==> config.mk <==
export PLATFORM = sky130hd
export DESIGN_NAME = mem_dump
export DESIGN_NICKNAME = d
export VERILOG_FILES = /design/src/rtl/oscilo_pkg.sv /design/src/rtl/mem_dump.sv
export SDC_FILE = /design/constraint.sdc
export NUM_CORES = 1
export LEC_CHECK = 0
export CORE_MARGIN = 3
export CORE_UTILIZATION = 40
export CTS_BUF_LIST = sky130_fd_sc_hd__clkbuf_8
export CTS_CLUSTER_DIAMETER = 100
export CTS_CLUSTER_SIZE = 40
export DETAILED_ROUTE_END_ITERATION = 16
export GPL_TIMING_DRIVEN = 0
export PLACE_DENSITY = 0.71
export SETUP_SLACK_MARGIN = 0.15
export SYNTH_ARGS = -nofsm -noshare
export SYNTH_HDL_FRONTEND = slang
export SYNTH_SLANG_ARGS = --single-unit
==> constraint.sdc <==
create_clock -name clk_50mhz -period 1.5 [get_ports clk_50mhz]
set_clock_uncertainty 0.15 [all_clocks]
set_input_delay 0.15 -clock clk_50mhz [delete_from_list [all_inputs] [get_ports clk_50mhz]]
set_output_delay 0.15 -clock clk_50mhz [all_outputs]
set_load 0.005 [all_outputs]
==> src/rtl/oscilo_pkg.sv <==
// Shared oscilloscope definitions: sample-memory geometry and the dump FSM state encoding.
package oscilo_pkg;

  localparam int MEM_ADDR_W = 8;

  typedef enum logic [2:0] {
    IDLE   = 3'd0,
    FETCH  = 3'd1,
    LATCH  = 3'd2,
    SEND   = 3'd3,
    FINISH = 3'd4
  } dump_state_e;

endpackage

==> src/rtl/mem_dump.sv <==
// Streams the whole sample memory, lowest address first, to a UART transmitter
// through a valid/ready byte handshake while activate is held high.
module mem_dump
  import oscilo_pkg::*;
#(
  parameter int ADDR_W = MEM_ADDR_W
) (
  input  logic              clk_50mhz,
  input  logic              reset,
  input  logic              activate,
  output logic              done,
  output logic [ADDR_W-1:0] mem_addr,
  output logic              mem_re,
  input  logic [7:0]        mem_rdata,
  output logic [7:0]        tx_data,
  output logic              tx_valid,
  input  logic              tx_ready
);

  dump_state_e       state_r;
  dump_state_e       state_next_s;
  logic [ADDR_W-1:0] mem_addr_r;
  logic [ADDR_W-1:0] addr_next_s;
  logic [7:0]        tx_data_r;
  logic              tx_valid_r;
  logic              mem_re_r;
  logic              done_r;
  logic              handshake_s;
  logic              last_addr_s;

  assign handshake_s = (state_r == SEND) && tx_valid_r && tx_ready;
  assign last_addr_s = (mem_addr_r == {ADDR_W{1'b1}});

  // Next-state and next-address decode.
  always_comb begin
    state_next_s = state_r;
    addr_next_s  = mem_addr_r;
    case (state_r)
      IDLE: begin
        if (activate) begin
          state_next_s = FETCH;
          addr_next_s  = {ADDR_W{1'b0}};
        end else begin
          state_next_s = IDLE;
        end
      end
      FETCH: state_next_s = LATCH;
      LATCH: state_next_s = SEND;
      SEND: begin
        if (handshake_s) begin
          // A dropped activate wins over completion: the dump is abandoned, not finished.
          if (!activate) begin
            state_next_s = IDLE;
          end else if (last_addr_s) begin
            state_next_s = FINISH;
          end else begin
            state_next_s = FETCH;
            addr_next_s  = mem_addr_r + {{(ADDR_W-1){1'b0}}, 1'b1};
          end
        end else begin
          state_next_s = SEND;
        end
      end
      FINISH: begin
        if (activate) begin
          state_next_s = FINISH;
        end else begin
          state_next_s = IDLE;
        end
      end
      default: state_next_s = IDLE;
    endcase
  end

  // State, address counter and registered outputs, all decoded from the next state.
  always_ff @(posedge clk_50mhz or posedge reset) begin
    if (reset) begin
      state_r    <= IDLE;
      mem_addr_r <= {ADDR_W{1'b0}};
      tx_data_r  <= 8'h00;
      tx_valid_r <= 1'b0;
      mem_re_r   <= 1'b0;
      done_r     <= 1'b0;
    end else begin
      state_r    <= state_next_s;
      mem_addr_r <= addr_next_s;
      mem_re_r   <= (state_next_s == FETCH);
      tx_valid_r <= (state_next_s == SEND);
      done_r     <= (state_next_s == FINISH);
      if (state_r == LATCH) begin
        tx_data_r <= mem_rdata;
      end else if (handshake_s) begin
        tx_data_r <= 8'h00;
      end else begin
        tx_data_r <= tx_data_r;
      end
    end
  end

  assign done     = done_r;
  assign mem_addr = mem_addr_r;
  assign mem_re   = mem_re_r;
  assign tx_data  = tx_data_r;
  assign tx_valid = tx_valid_r;

endmodule

Yosys cells after proc, flatten, opt, wreduce, memory -nomap -nowiden
Index checks and enable logic that the tools add are counted.
{ "totals": {"register_bits": 22, "input_bits": 12} }
{ "op_classes": {"n_addsub": 1, "n_eq_ne": 12, "mux": 13, "reduce_logical": 6} }
{ "op_table": {"columns": ["operator", "n"], "rows": [
  ["8-bit two-way mux", 6],
  ["8-bit one-hot mux with 2 select lines", 1],
  ["3-bit one-hot mux with 5 select lines", 1],
  ["3-bit two-way mux", 4],
  ["3-bit by 2-bit == test with 1-bit output (second input constant)", 3],
  ["8-bit by 1-bit adder with 8-bit output (second input constant)", 1],
  ["8-bit == test (second input constant)", 1],
  ["2-bit inequality test (second input constant)", 4],
  ["3-bit by 1-bit == test with 1-bit output (second input constant)", 2],
  ["3-bit == test (second input constant)", 2],
  ["5-bit AND reduction", 1],
  ["2-bit nonzero test", 2],
  ["3-bit zero test", 1],
  ["1-bit logical AND", 2],
  ["1-bit two-way mux", 1]
]} }

Depth between registers and ports, before layout
Gate-level depths: netlist of the first run.
{ "logic_depth": {"ltp_word": 6, "ltp_mapped": 5, "mapped_depth_nobuf": 5} }

Worst setup path before layout of the first run
OpenSTA, ideal clock, no wires.
{ "synth_timing": {"path_type": "register to register", "startpoint": "reg mem_addr_r[0] (netlist: mem_addr[0])", "endpoint": "reg mem_addr_r[1] (netlist: mem_addr[1])", "setup_time_ns": 0.126, "arrival_time_ns": 1.262, "required_ns": 1.224, "slack_ns": -0.038, "stages_incl_launch_ff": 6, "path_buffers": 0, "path_cell_list": "dfrtp_1 ha_1 nand3_1 nor2_1 a21oi_1 a311o_1"} }
{ "synth_between": {"elab_chain_cells": 5, "elab_cells_between_ends": 8} }
{ "synth_lines": {"columns": ["item", "line", "text"], "rows": [
  ["start: declaration", "mem_dump.sv:22", "logic [ADDR_W-1:0] mem_addr_r;"],
  ["start signal: assignment", "mem_dump.sv:79", "mem_addr_r <= {ADDR_W{1'b0}};"],
  ["start signal: assignment", "mem_dump.sv:86", "mem_addr_r <= addr_next_s;"],
  ["8-bit by 1-bit adder with 8-bit output", "mem_dump.sv:58", "addr_next_s = mem_addr_r + {{(ADDR_W-1){1'b0}}, 1'b1};"],
  ["8-bit two-way mux", "mem_dump.sv:54", "end else if (last_addr_s) begin"],
  ["8-bit two-way mux", "mem_dump.sv:52", "if (!activate) begin"],
  ["8-bit two-way mux", "mem_dump.sv:50", "if (handshake_s) begin"],
  ["8-bit one-hot mux with 2 select lines", "mem_dump.sv:38", "case (state_r)"]
]} }
Several ways; a longest one is shown, not always the timed one. The select of a mux whose other input is x is not followed.
A chain may end at the register's enable or synchronous reset.

Worst setup path in the final report of the first run
{ "layout_timing": {"startpoint": "reg state_r[2]", "endpoint": "reg mem_addr_r[2] (netlist: mem_addr[2])"} }
{ "layout_between": {"elab_chain_cells": 5, "elab_cells_between_ends": 11} }
{ "layout_lines": {"columns": ["item", "line", "text"], "rows": [
  ["start: declaration", "mem_dump.sv:20", "dump_state_e state_r;"],
  ["start signal: assignment", "mem_dump.sv:85", "state_r <= state_next_s;"],
  ["3-bit by 2-bit == test with 1-bit output", "mem_dump.sv:31, mem_dump.sv:38", null],
  ["1-bit logical AND (2 in a row)", "mem_dump.sv:31", "assign handshake_s = (state_r == SEND) && tx_valid_r && tx_ready;"],
  ["2-bit inequality test (no line)", null, null],
  ["5-bit AND reduction (no line)", null, null]
]} }
Several ways; a longest one is shown, not always the timed one.

==> reports/results.md, run 1 <==
| Metric | This run | Unit |
| --- | --- | --- |
| Outcome | finished with violations | - |
| Violated checks | negative setup slack | - |
| Ports | 31 | - |
| Clock-pin slew of the registers on the worst-case setup and hold paths | 0.08 | ns |
| Type of the setup path with the least slack | reg2reg | - |
| Hold bufs inserted after CTS | 0 | - |
| Pwr Density | 1380 | nW/um^2 |
| Number of global-route vias before repair | 994 | - |
| Most common flop cell mapped by yosys | dfrtp_1 | - |
| Area added between synthesis and finish | 66.6 | % |
| F_max | 649 | MHz |
| Post-synthesis sequential area ratio | 55.3 | % |
| Required time worst endpoint | 1.53 | ns |
| Total count of max-transition violations in the final report | 0 | - |
| Chip height | 55.9 | microns |
| Final critical-path share of the clock period | 103 | % |
| Global-route wire length before repair | 4.28 | mm |
| Die Footprint | 3120 | sq um |
| Met2 WL | 1.45 | mm |
| Clock net sink count | 22 | - |
| Routed vias/inst | 5.45 | - |
| Final number of setup-violating endpoints | 3 | - |
| Number of remaining DRC errors | 0 | - |
| Largest fanout on the critical path | 7 | - |
| Final RePlAce weighted congestion | 0.819 | - |
| Number of nets produced by synthesis | 101 | - |
| Number of warnings printed during yosys synthesis | 0 | - |
| Remaining Overflow, GRT | 0 | - |
| Post-synthesis register bit count | 22 | - |
| DR pass1 iterations | 4 | - |
| Startpoint of the worst-slack reg-to-reg timing path | state_r[2] | - |
| Width of the die | 55.9 | microns |
| Critical Path Source Type | flop | - |
| Met3 wirelength from detailed routing | 117 | microns |
| Setup slack of the critical path after layout | -0.0416 | ns |
| Library cell occupying the most area in the post-synthesis netlist | dfrtp_1 | - |
| Worst-skew pair later-pin latency | 0.26 | ns |
| Antenna violations before repair | 0 | - |
| Relative slew slack | 43.0 | % |
| Synth top area share | 55.3 | % |
| IR Drop Worst-Case VDD | 1040 | uV |
| Synth Area per Inst | 11.3 | sq um |
| Clock Tree Root | clkbuf_8 | - |
| Placeable core region | 2300 | sq um |
| Unrepaired setup endpoints after global routing | yes | - |
| ANT cells | 0 | - |
| Cell count of the worst reg-to-reg path | 5 | - |
| I/O Buffers | 30 | - |
| HPWL after detailed placement | 1.62 | mm |
| Post-synthesis instance area | 996 | sq um |
| Critical Path Sink Type | flop | - |
| Leakage component of the power | 0.000799 | uW |
| Worst path arrival time | 1.58 | ns |
| Share of post-route cells with drive strength above 1 | 36.3 | % |
| Wire length per cell after detailed routing | 15.3 | microns |
| Final total negative setup slack | -0.0716 | ns |
| Worst min-delay path class | in2async | - |
| Launching element of the worst setup path | state_r[2] | - |
| Largest cells by area after synthesis | dfrtp_1 (55%), a22o_1 (7.0%), nand2_1 (3.8%) | - |
| Max-cap violations | 0 | - |
| Leading post-synthesis cells by instance count | dfrtp_1 (22), nand2_1 (10), a22o_1 (8) | - |
| Total number of vias | 948 | - |
| Time the worst path needs with I/O delays and setup | 1.54 | ns |
| Netlist cell types | 33 | - |
| Remaining antenna violation count after routing | 0 | - |
| Slew of the pin with the lowest slew margin | 0.854 | ns |
| Highest metal layer used by the detailed router | met4 | - |
| Most frequently used cell type in the post-synthesis netlist | dfrtp_1 | - |
| Final count of hold timing violations | 0 | - |
| Total track usage | 17.4 | % |
| Post-route core utilization | 72.2 | % |
| Worst-case clock buffer depth | 2 | - |
| Final net count | 160 | - |
| Number of standard-cell rows in the floorplan | 17 | - |
| Proportion of synthesized flip-flops having asynchronous set or reset | 100 | % |
| Maximum number of pins on one net before global-route repair | 23 | - |
| Effective utilization at floorplan | 43.4 | % |
| H-Tree Depth | 1 | - |
| DRC marker count from the first detailed-route iteration | 16 | - |
| Cts bufs inserted | 3 | - |
| Final wirelength | 2.66 | mm |
| Setup Slack @ Placement | -0.389 | ns |
| CTS tree | done | - |
| Synthesized instance count | 88 | - |
| Number of flops mapped to enable cells by yosys | 0 | - |
| Met1 WL | 1.06 | mm |
## repair_timing
item,in CTS,in global routing
cloned,0,0
setup buffers,22,2
pin swaps,12,6
resized for setup,37,8
setup endpoints to repair,39,20
## layer usage
metal | GRT usage [%] | up-vias
li1 | - | 449
met1 | 19.5 | 467
met5 | 0 | -
met3 | 3.71 | 5
met4 | 5.08 | 0
met2 | 32.8 | 27
## cell families after synthesis
kind of cell,synth area share (%)
buffers and inverters,1.51
adders and majority gates,1.26
AOI/OAI and AO/OA,22.4
xor gates and xnor gates,0.880
DFF,55.3
muxes,2.01
and+or+nand+nor,16.7
## metrics by stage
stage                     cells  hold WS [ns]  total power, uW  instance area, sq um
after global routing        174         0.259             2440                  1660
after CTS                   172         0.210             2240                  1610
after detailed placement    146         0.340             1740                  1380
after floorplan              88       -0.0108             1350                  1040
final                       174         0.202             2290                  1660
after global placement      146         0.339             1730                  1380
## registers in the layout (all words and copies together) (netlist names)
signal,count
mem_addr,8
mem_re,1
state_r,3
tx_data,8
tx_valid,1
done,1
## power by group
group	internal, uW	total, uW	switching, uW
Sequential	751	869	118
Combinational	577	1040	463
Clock	183	375	192
## worst max-delay path, cell delays in order, from the launching register on
cell     delay (ns)
dfrtp_1        0.40
and3b_1        0.23
buf_6          0.13
o21a_1         0.18
and3_4         0.19
mux2i_1        0.17
## path summary, 6_finish.rpt
kind | slack, ns | endpoint
max in group asynchronous | 0.41 | mem_addr[2]
min in group clk_50mhz | 0.25 | state_r[2]
max | -0.04 | mem_addr[2]
min reg2reg | 0.36 | tx_data[0]
max reg2reg | -0.04 | mem_addr[2]
min | 0.20 | tx_data[1]
## cell usage in the layout, fill, tap and decap left out, types with 2 or more instances in the layout
cell type	netlist	layout
buf_4	0	23
clkdlybuf4s50_1	0	9
a21oi_1	2	2
nand3_1	5	2
and3_1	4	2
nand3b_1	2	2
dfrtp_2	0	7
nor2_1	5	3
dfrtp_1	22	15
nand3_4	0	2
and3_4	0	2
dlygate4sd2_1	0	21
clkbuf_8	0	3
o311ai_2	0	2
a31oi_1	2	2
mux2i_1	2	2
inv_1	1	2
a21boi_1	0	2
a22o_1	8	8
nand2_1	10	9
buf_6	1	2
## area by class of cell
type / count / area [sq um]
buffer: 1 / 11.3
clock buffer: 3 / 41.3
clock inverter: 1 / 3.75
fill: 178 / 638
inverter: 1 / 3.75
multi-input combinational: 64 / 547
sequential: 22 / 559
tap: 28 / 35.0
timing repair buffer: 54 / 458
Power figures use the tool's default switching activity.
==> run 2, diff against run 1 <==
Settings changed: SETUP_SLACK_MARGIN 0.15 to unset.
==> reports/results.md, run 2 (synthesis gave the netlist of run 1 again) <==
| Metric | This run | Unit | vs previous |
| --- | --- | --- | --- |
| Outcome | finished with violations | - |  |
| Violated checks | negative setup slack | - |  |
| Critical Path, Cell by Cell | and3b_1 -> buf_6 -> buf_4 -> and3_4 -> a311o_1 | - |  |
| Post-place instance area | 1340 | sq um | -2.8% |
| DRC marker count from the first detailed-route iteration | 9 | - | -7 |
| Chip height | 55.9 | microns | unchanged |
| Worst min-delay path class | in2reg | - |  |
| Number of standard cells in the layout, taps in and fillers out | 174 | - | unchanged |
| H-Tree Depth | 1 | - | unchanged |
| Antenna violations before repair | 0 | - | unchanged |
| Number of remaining DRC errors | 0 | - | unchanged |
| Critical Path Sink Type | flop | - |  |
| Maximum number of pins on one net before global-route repair | 23 | - | unchanged |
| Leakage component of the power | 0.000828 | uW | +3.7% |
| Clock net sink count | 22 | - | unchanged |
| Placeable core region | 2300 | sq um | unchanged |
| F_max | 626 | MHz | -3.4% |
| Area added between synthesis and finish | 72.0 | % |  |
| Routed vias/inst | 5.48 | - | +0.63% |
| Type of the setup path with the least slack | reg2reg | - |  |
| Unrepaired setup endpoints after global routing | yes | - |  |
| Largest delay share family, worst path | flip-flops | - |  |
| Hold bufs inserted after CTS | 0 | - | unchanged |
| Clock-pin slew of the registers on the worst-case setup and hold paths | 0.08 | ns | about the same |
| Worst path arrival time | 1.59 | ns | about the same |
| Setup slack of the critical path after layout | -0.0967 | ns | -0.0551 ns |
| Final wirelength | 2.83 | mm | +6.5% |
| Time the worst path needs with I/O delays and setup | 1.60 | ns | +0.0551 ns |
| Most common cell after layout, fill and taps aside | buf_4 | - |  |
| Die Footprint | 3120 | sq um | unchanged |
| Width of the die | 55.9 | microns | unchanged |
| Max stage delay cell, worst path | dfrtp_1 | - |  |
| Total count of max-transition violations in the final report | 0 | - | unchanged |
| Final number of setup-violating endpoints | 9 | - | +6 |
| Wire length per cell after detailed routing | 16.3 | microns | +6.5% |
| Overall power consumption | 2430 | uW | +6.2% |
| Bufs and invs on worst path | 2 | - | +1 |
| Final critical-path share of the clock period | 106 | % | +3.7 points |
| CTS tree | done | - |  |
| Remaining antenna violation count after routing | 0 | - | unchanged |
| I/O Buffers | 30 | - | unchanged |
| Pwr Density | 1420 | nW/um^2 | +2.9% |
| Number of standard-cell rows in the floorplan | 17 | - | unchanged |
| Ports | 31 | - | unchanged |
| Highest-count cells in the layout ignoring fill and taps | buf_4 (22), clkdlybuf4s50_1 (20), dfrtp_1 (16) | - |  |
| Global-route wire length before repair | 4.75 | mm | +11% |
| Hold_ws | 0.134 | ns | -0.0679 ns |
| Number of gates on the worst path with buffers counted | 5 | - | unchanged |
| Required time worst endpoint | 1.49 | ns | -0.04 ns |
| Fillcell total | 170 | - | -4.5% |
| Total track usage | 19.3 | % | +1.9 points |
| Relative slew slack | 44.1 | % | +1.1 points |
| HPWL after detailed placement | 1.58 | mm | -2.3% |
| Delay of the slowest cell on the worst path | 0.41 | ns | about the same |
| Clock Tree Root | clkbuf_8 | - |  |
| DR pass1 iterations | 4 | - | unchanged |
| Effective utilization at floorplan | 43.4 | % | unchanged |
| Cell count of the worst reg-to-reg path | 5 | - | unchanged |
| ANT cells | 0 | - | unchanged |
| Worst-skew pair later-pin latency | 0.25 | ns | about the same |
| Critical Path Source Type | flop | - |  |
| Total number of vias | 954 | - | +0.63% |
| Slew of the pin with the lowest slew margin | 0.838 | ns | -0.0163 ns |
| Cts bufs inserted | 3 | - | unchanged |
| Final net count | 160 | - | unchanged |
| Dpl cells | 146 | - | unchanged |
| Share of post-route cells with drive strength above 1 | 34.9 | % | -1.4 points |
| IR Drop Worst-Case VDD | 1160 | uV | +12% |
| Largest fanout on the critical path | 7 | - | unchanged |
| Worst-case clock buffer depth | 2 | - | unchanged |
| Final RePlAce weighted congestion | 0.827 | - | +1.0% |
| Final count of hold timing violations | 0 | - | unchanged |
| Final standard cell area without fillers | 1710 | sq um | +3.2% |
| Worst Hold Path Cells | 2 | - |  |
| Number of global-route vias before repair | 1,002 | - | +0.80% |
| Max-cap violations | 0 | - | unchanged |
| Remaining Overflow, GRT | 0 | - | unchanged |
run 2: changes by cell type in the layout (fill, tap and decap cells not counted), moves of 2 or more:
cell,before,now
dlymetal6s2s_1,0,6
nand3_4,2,4
dlygate4sd2_1,21,4
clkdlybuf4s50_1,9,20
run 2: per-layer routing:
layer	vias up	routed length (microns)	global-route usage [%]
met3	6	139	4.41
met2	30	1410	31.3
li1	452	-	-
met4	0	67	7.12
met5	-	0	0
met1	466	1220	25.1
run 2: cell type report:
| cell class | instances | area [sq um] | area share [%] |
|---|---|---|---|
| buffer | 1 | 11.3 | 0.657 |
| sequential | 22 | 558 | 32.6 |
| multi-input combinational | 64 | 552 | 32.2 |
| inverter | 1 | 3.75 | 0.219 |
| timing repair buffer | 54 | 498 | 29.1 |
| clock buffer | 4 | 55.1 | 3.21 |
| tap | 28 | 35.0 | 2.05 |
run 2: what timing repair did:
item,in CTS,in global routing
gates resized for setup,23,15
buffers inserted,22,2
setup endpoints to repair,18,20
pin swaps,8,4
run 2: worst paths after layout:
path	from	end	slack, ns
hold reg to reg	state_r[1]	state_r[1]	0.36
hold / removal	activate	done	0.13
setup / recovery	state_r[2]	mem_addr[1]	-0.1
setup reg to reg	state_r[2]	mem_addr[1]	-0.1
min in group asynchronous	reset	tx_data[5]	0.21
max in group asynchronous	reset	mem_addr[4]	0.42
run 2: through the flow:
stage / util (%) / worst slack, ns / setup TNS [ns]
floorplan: - / -0.00544 / -0.00544
global placement: 58.3 / -0.347 / -1.98
detailed placement: 58.3 / -0.371 / -2.30
CTS: 71.5 / -0.0539 / -0.237
global route: 74.6 / -0.148 / -1.18
finish: 74.6 / -0.0967 / -0.427
run 2: power by group:
| group | switching [uW] | total (uW) | internal (uW) |
|---|---|---|---|
| registers | 123 | 871 | 748 |
| clock network | 184 | 418 | 233 |
| logic | 491 | 1140 | 648 |
| total | 798 | 2430 | 1630 |
==> run 3, diff against run 2 <==
Clock period 1.5 ns to 1.3 ns, I/O delays scaled along.
==> reports/results.md, run 3 (synthesis gave the netlist of run 1 again) <==
| Metric | This run | Unit | vs previous |
| --- | --- | --- | --- |
| Outcome | finished with violations | - |  |
| Violated checks | negative setup slack | - |  |
| Area added between synthesis and finish | 67.0 | % |  |
| Portion of total power attributed to sequential cells | 37.3 | % | +1.4 points |
| Remaining antenna violation count after routing | 0 | - | unchanged |
| Required time worst endpoint | 1.29 | ns | -0.20 ns |
| IR Drop Worst-Case VDD | 1130 | uV | -3.2% |
| Final RePlAce weighted congestion | 0.819 | - | -1.1% |
| Number of global-route vias before repair | 997 | - | -0.50% |
| Routed vias/inst | 5.55 | - | +1.2% |
| Critical Path Sink Type | flop | - |  |
| Most common cell after layout, fill and taps aside | buf_4 | - |  |
| Remaining Overflow, GRT | 0 | - | unchanged |
| Setup slack of the critical path after layout | -0.255 | ns | -0.159 ns |
| Final net count | 161 | - | +0.63% |
| Reg2reg setup slack | -0.26 | ns | -0.16 ns |
| Antenna violations before repair | 0 | - | unchanged |
| Met3 wirelength from detailed routing | 113 | microns | -19% |
| Met1 WL | 1.22 | mm | about the same |
| Number of remaining DRC errors | 0 | - | unchanged |
| Worst path arrival time | 1.55 | ns | -0.04 ns |
| Worst-skew pair later-pin latency | 0.26 | ns | about the same |
| Maximum number of pins on one net before global-route repair | 23 | - | unchanged |
| Time the worst path needs with I/O delays and setup | 1.56 | ns | -0.0412 ns |
| Pint | 1760 | uW | +8.3% |
| Effective utilization at floorplan | 43.4 | % | unchanged |
| Part of the total power dissipated in combinational logic | 46.7 | % | -0.2 points |
| Number of standard-cell rows in the floorplan | 17 | - | unchanged |
| Largest fanout on the critical path | 7 | - | unchanged |
| Worst-case clock buffer depth | 2 | - | unchanged |
| I/O Buffers | 30 | - | unchanged |
| Total count of max-transition violations in the final report | 0 | - | unchanged |
| Final total negative setup slack | -2.36 | ns | -1.93 ns |
| ANT cells | 0 | - | unchanged |
| Highest-count cells in the layout ignoring fill and taps | buf_4 (24), dlygate4sd2_1 (20), dfrtp_1 (14) | - |  |
| Fraction of power spent switching nets | 34.5 | % | +1.6 points |
| Chip height | 55.9 | microns | unchanged |
| Total track usage | 18.6 | % | -0.69 points |
| Global-route wire length before repair | 4.62 | mm | -2.9% |
| Cell count of the worst reg-to-reg path | 5 | - | unchanged |
| Total number of vias | 971 | - | +1.8% |
| Highest metal layer used by the detailed router | met4 | - |  |
| CTS tree | done | - |  |
| Leakage component of the power | 0.000804 | uW | -2.9% |
| Clock Power Share | 16.0 | % | -1.2 points |
| Worst min-delay path class | in2async | - |  |
| Multi-input gate area | 541 | sq um | -2.0% |
| F_max | 643 | MHz | +2.7% |
| Final wirelength | 2.87 | mm | +1.4% |
| HPWL after detailed placement | 1.70 | mm | +7.3% |
| Max-cap violations | 0 | - | unchanged |
| Ports | 31 | - | unchanged |
| DR pass1 iterations | 4 | - | unchanged |
| Critical Path Source Type | flop | - |  |
| Critical R2R Capture | mem_addr[0] | - |  |
| Pwr Density | 1620 | nW/um^2 | +14% |
| Final number of setup-violating endpoints | 20 | - | +11 |
| Placeable core region | 2300 | sq um | unchanged |
| Fillcell total | 184 | - | +8.2% |
| Wire length per cell after detailed routing | 16.4 | microns | +0.83% |
| Total net switching power | 928 | uW | +16% |
| Hold_ws | 0.182 | ns | +0.0480 ns |
| Unrepaired setup endpoints after global routing | yes | - |  |
| DRC marker count from the first detailed-route iteration | 19 | - | +10 |
| Type of the setup path with the least slack | reg2reg | - |  |
| Slew of the pin with the lowest slew margin | 0.853 | ns | +0.0152 ns |
| Clock net sink count | 22 | - | unchanged |
| Width of the die | 55.9 | microns | unchanged |
| Register area | 561 | sq um | +0.45% |
| Startpoint of the worst-slack reg-to-reg timing path | state_r[1] | - |  |
| Met2 WL | 1.52 | mm | +8.4% |
| Final count of hold timing violations | 0 | - | unchanged |
| H-Tree Depth | 1 | - | unchanged |
| Share of post-route cells with drive strength above 1 | 38.1 | % | +3.2 points |
| Final critical-path share of the clock period | 120 | % | +13 points |
| Cts bufs inserted | 3 | - | unchanged |
| Die Footprint | 3120 | sq um | unchanged |
| Relative slew slack | 43.1 | % | -1.0 points |
| Clock-pin slew of the registers on the worst-case setup and hold paths | 0.08 | ns | about the same |
| Clock Tree Root | clkbuf_8 | - |  |
## run 3: cell count changes in the layout (fill, tap and decap cells not counted), sizes merged
cell and delta:
buf +1, dlymetal6s2s -6, dlygate4sd2 +16, clkbuf -1
inv +1, clkdlybuf4s50 -10
## run 3: how the worst max path moves through the flow
stage / startpoint / endpoint / slack [ns]
after CTS: mem_addr[0] / state_r[0] / -0.23
after floorplan: mem_addr[1] / mem_addr[2] / -0.14
after global placement: activate / mem_addr[5] / -0.55
final: state_r[1] / mem_addr[0] / -0.26
after global routing: state_r[1] / mem_addr[0] / -0.32
after detailed placement: activate / mem_addr[5] / -0.60
## run 3: layout make-up
cell class                 count  area share (%)
buffer                         1           0.677
clock buffer                   3            2.48
clock inverter                 1           0.226
inverter                       1           0.226
multi-input combinational     64            32.5
sequential                    22            33.7
tap                           28            2.11
timing repair buffer          55            28.1
## run 3: routing by layer
metal | vias up | track usage (%)
li1 | 456 | -
met1 | 484 | 22.1
met2 | 29 | 34.5
met3 | 2 | 2.78
met4 | 0 | 5.08
met5 | - | 0
## run 3: through the flow
step / cells / instance area [sq um] / utilization (%) / total power [uW] / setup slack (ns)
after global routing: 175 / 1660 / 72.4 / 2860 / -0.322
after detailed placement: 146 / 1390 / 60.5 / 2020 / -0.604
after floorplan: 88 / 1050 / - / 1550 / -0.143
final: 175 / 1660 / 72.4 / 2690 / -0.255
after global placement: 146 / 1390 / 60.5 / 1990 / -0.548
after CTS: 172 / 1630 / 70.8 / 2600 / -0.231
## run 3: worst max-delay path, cell delays in order, from the launching register on
cell      delay [ns]
dfrtp_1         0.43
nor2_1          0.22
nand3b_1        0.14
buf_4           0.20
a22oi_2         0.20
mux2i_1         0.10
## run 3: repair_timing
item,CTS,global route
gates resized for setup,35,6
setup endpoints to repair,39,23
buffers inserted,22,3
cloned,0,0
pin swaps,13,7
hold buffers,0,0
## run 3: power by group through the flow
stage               combinational, uW  sequential, uW  clock (uW)
finish                           1260            1000         431
global route                     1340            1030         491
CTS                              1170             990         435
detailed placement               1000            1020           0
global placement                  978            1010           0
floorplan                         541            1010           0
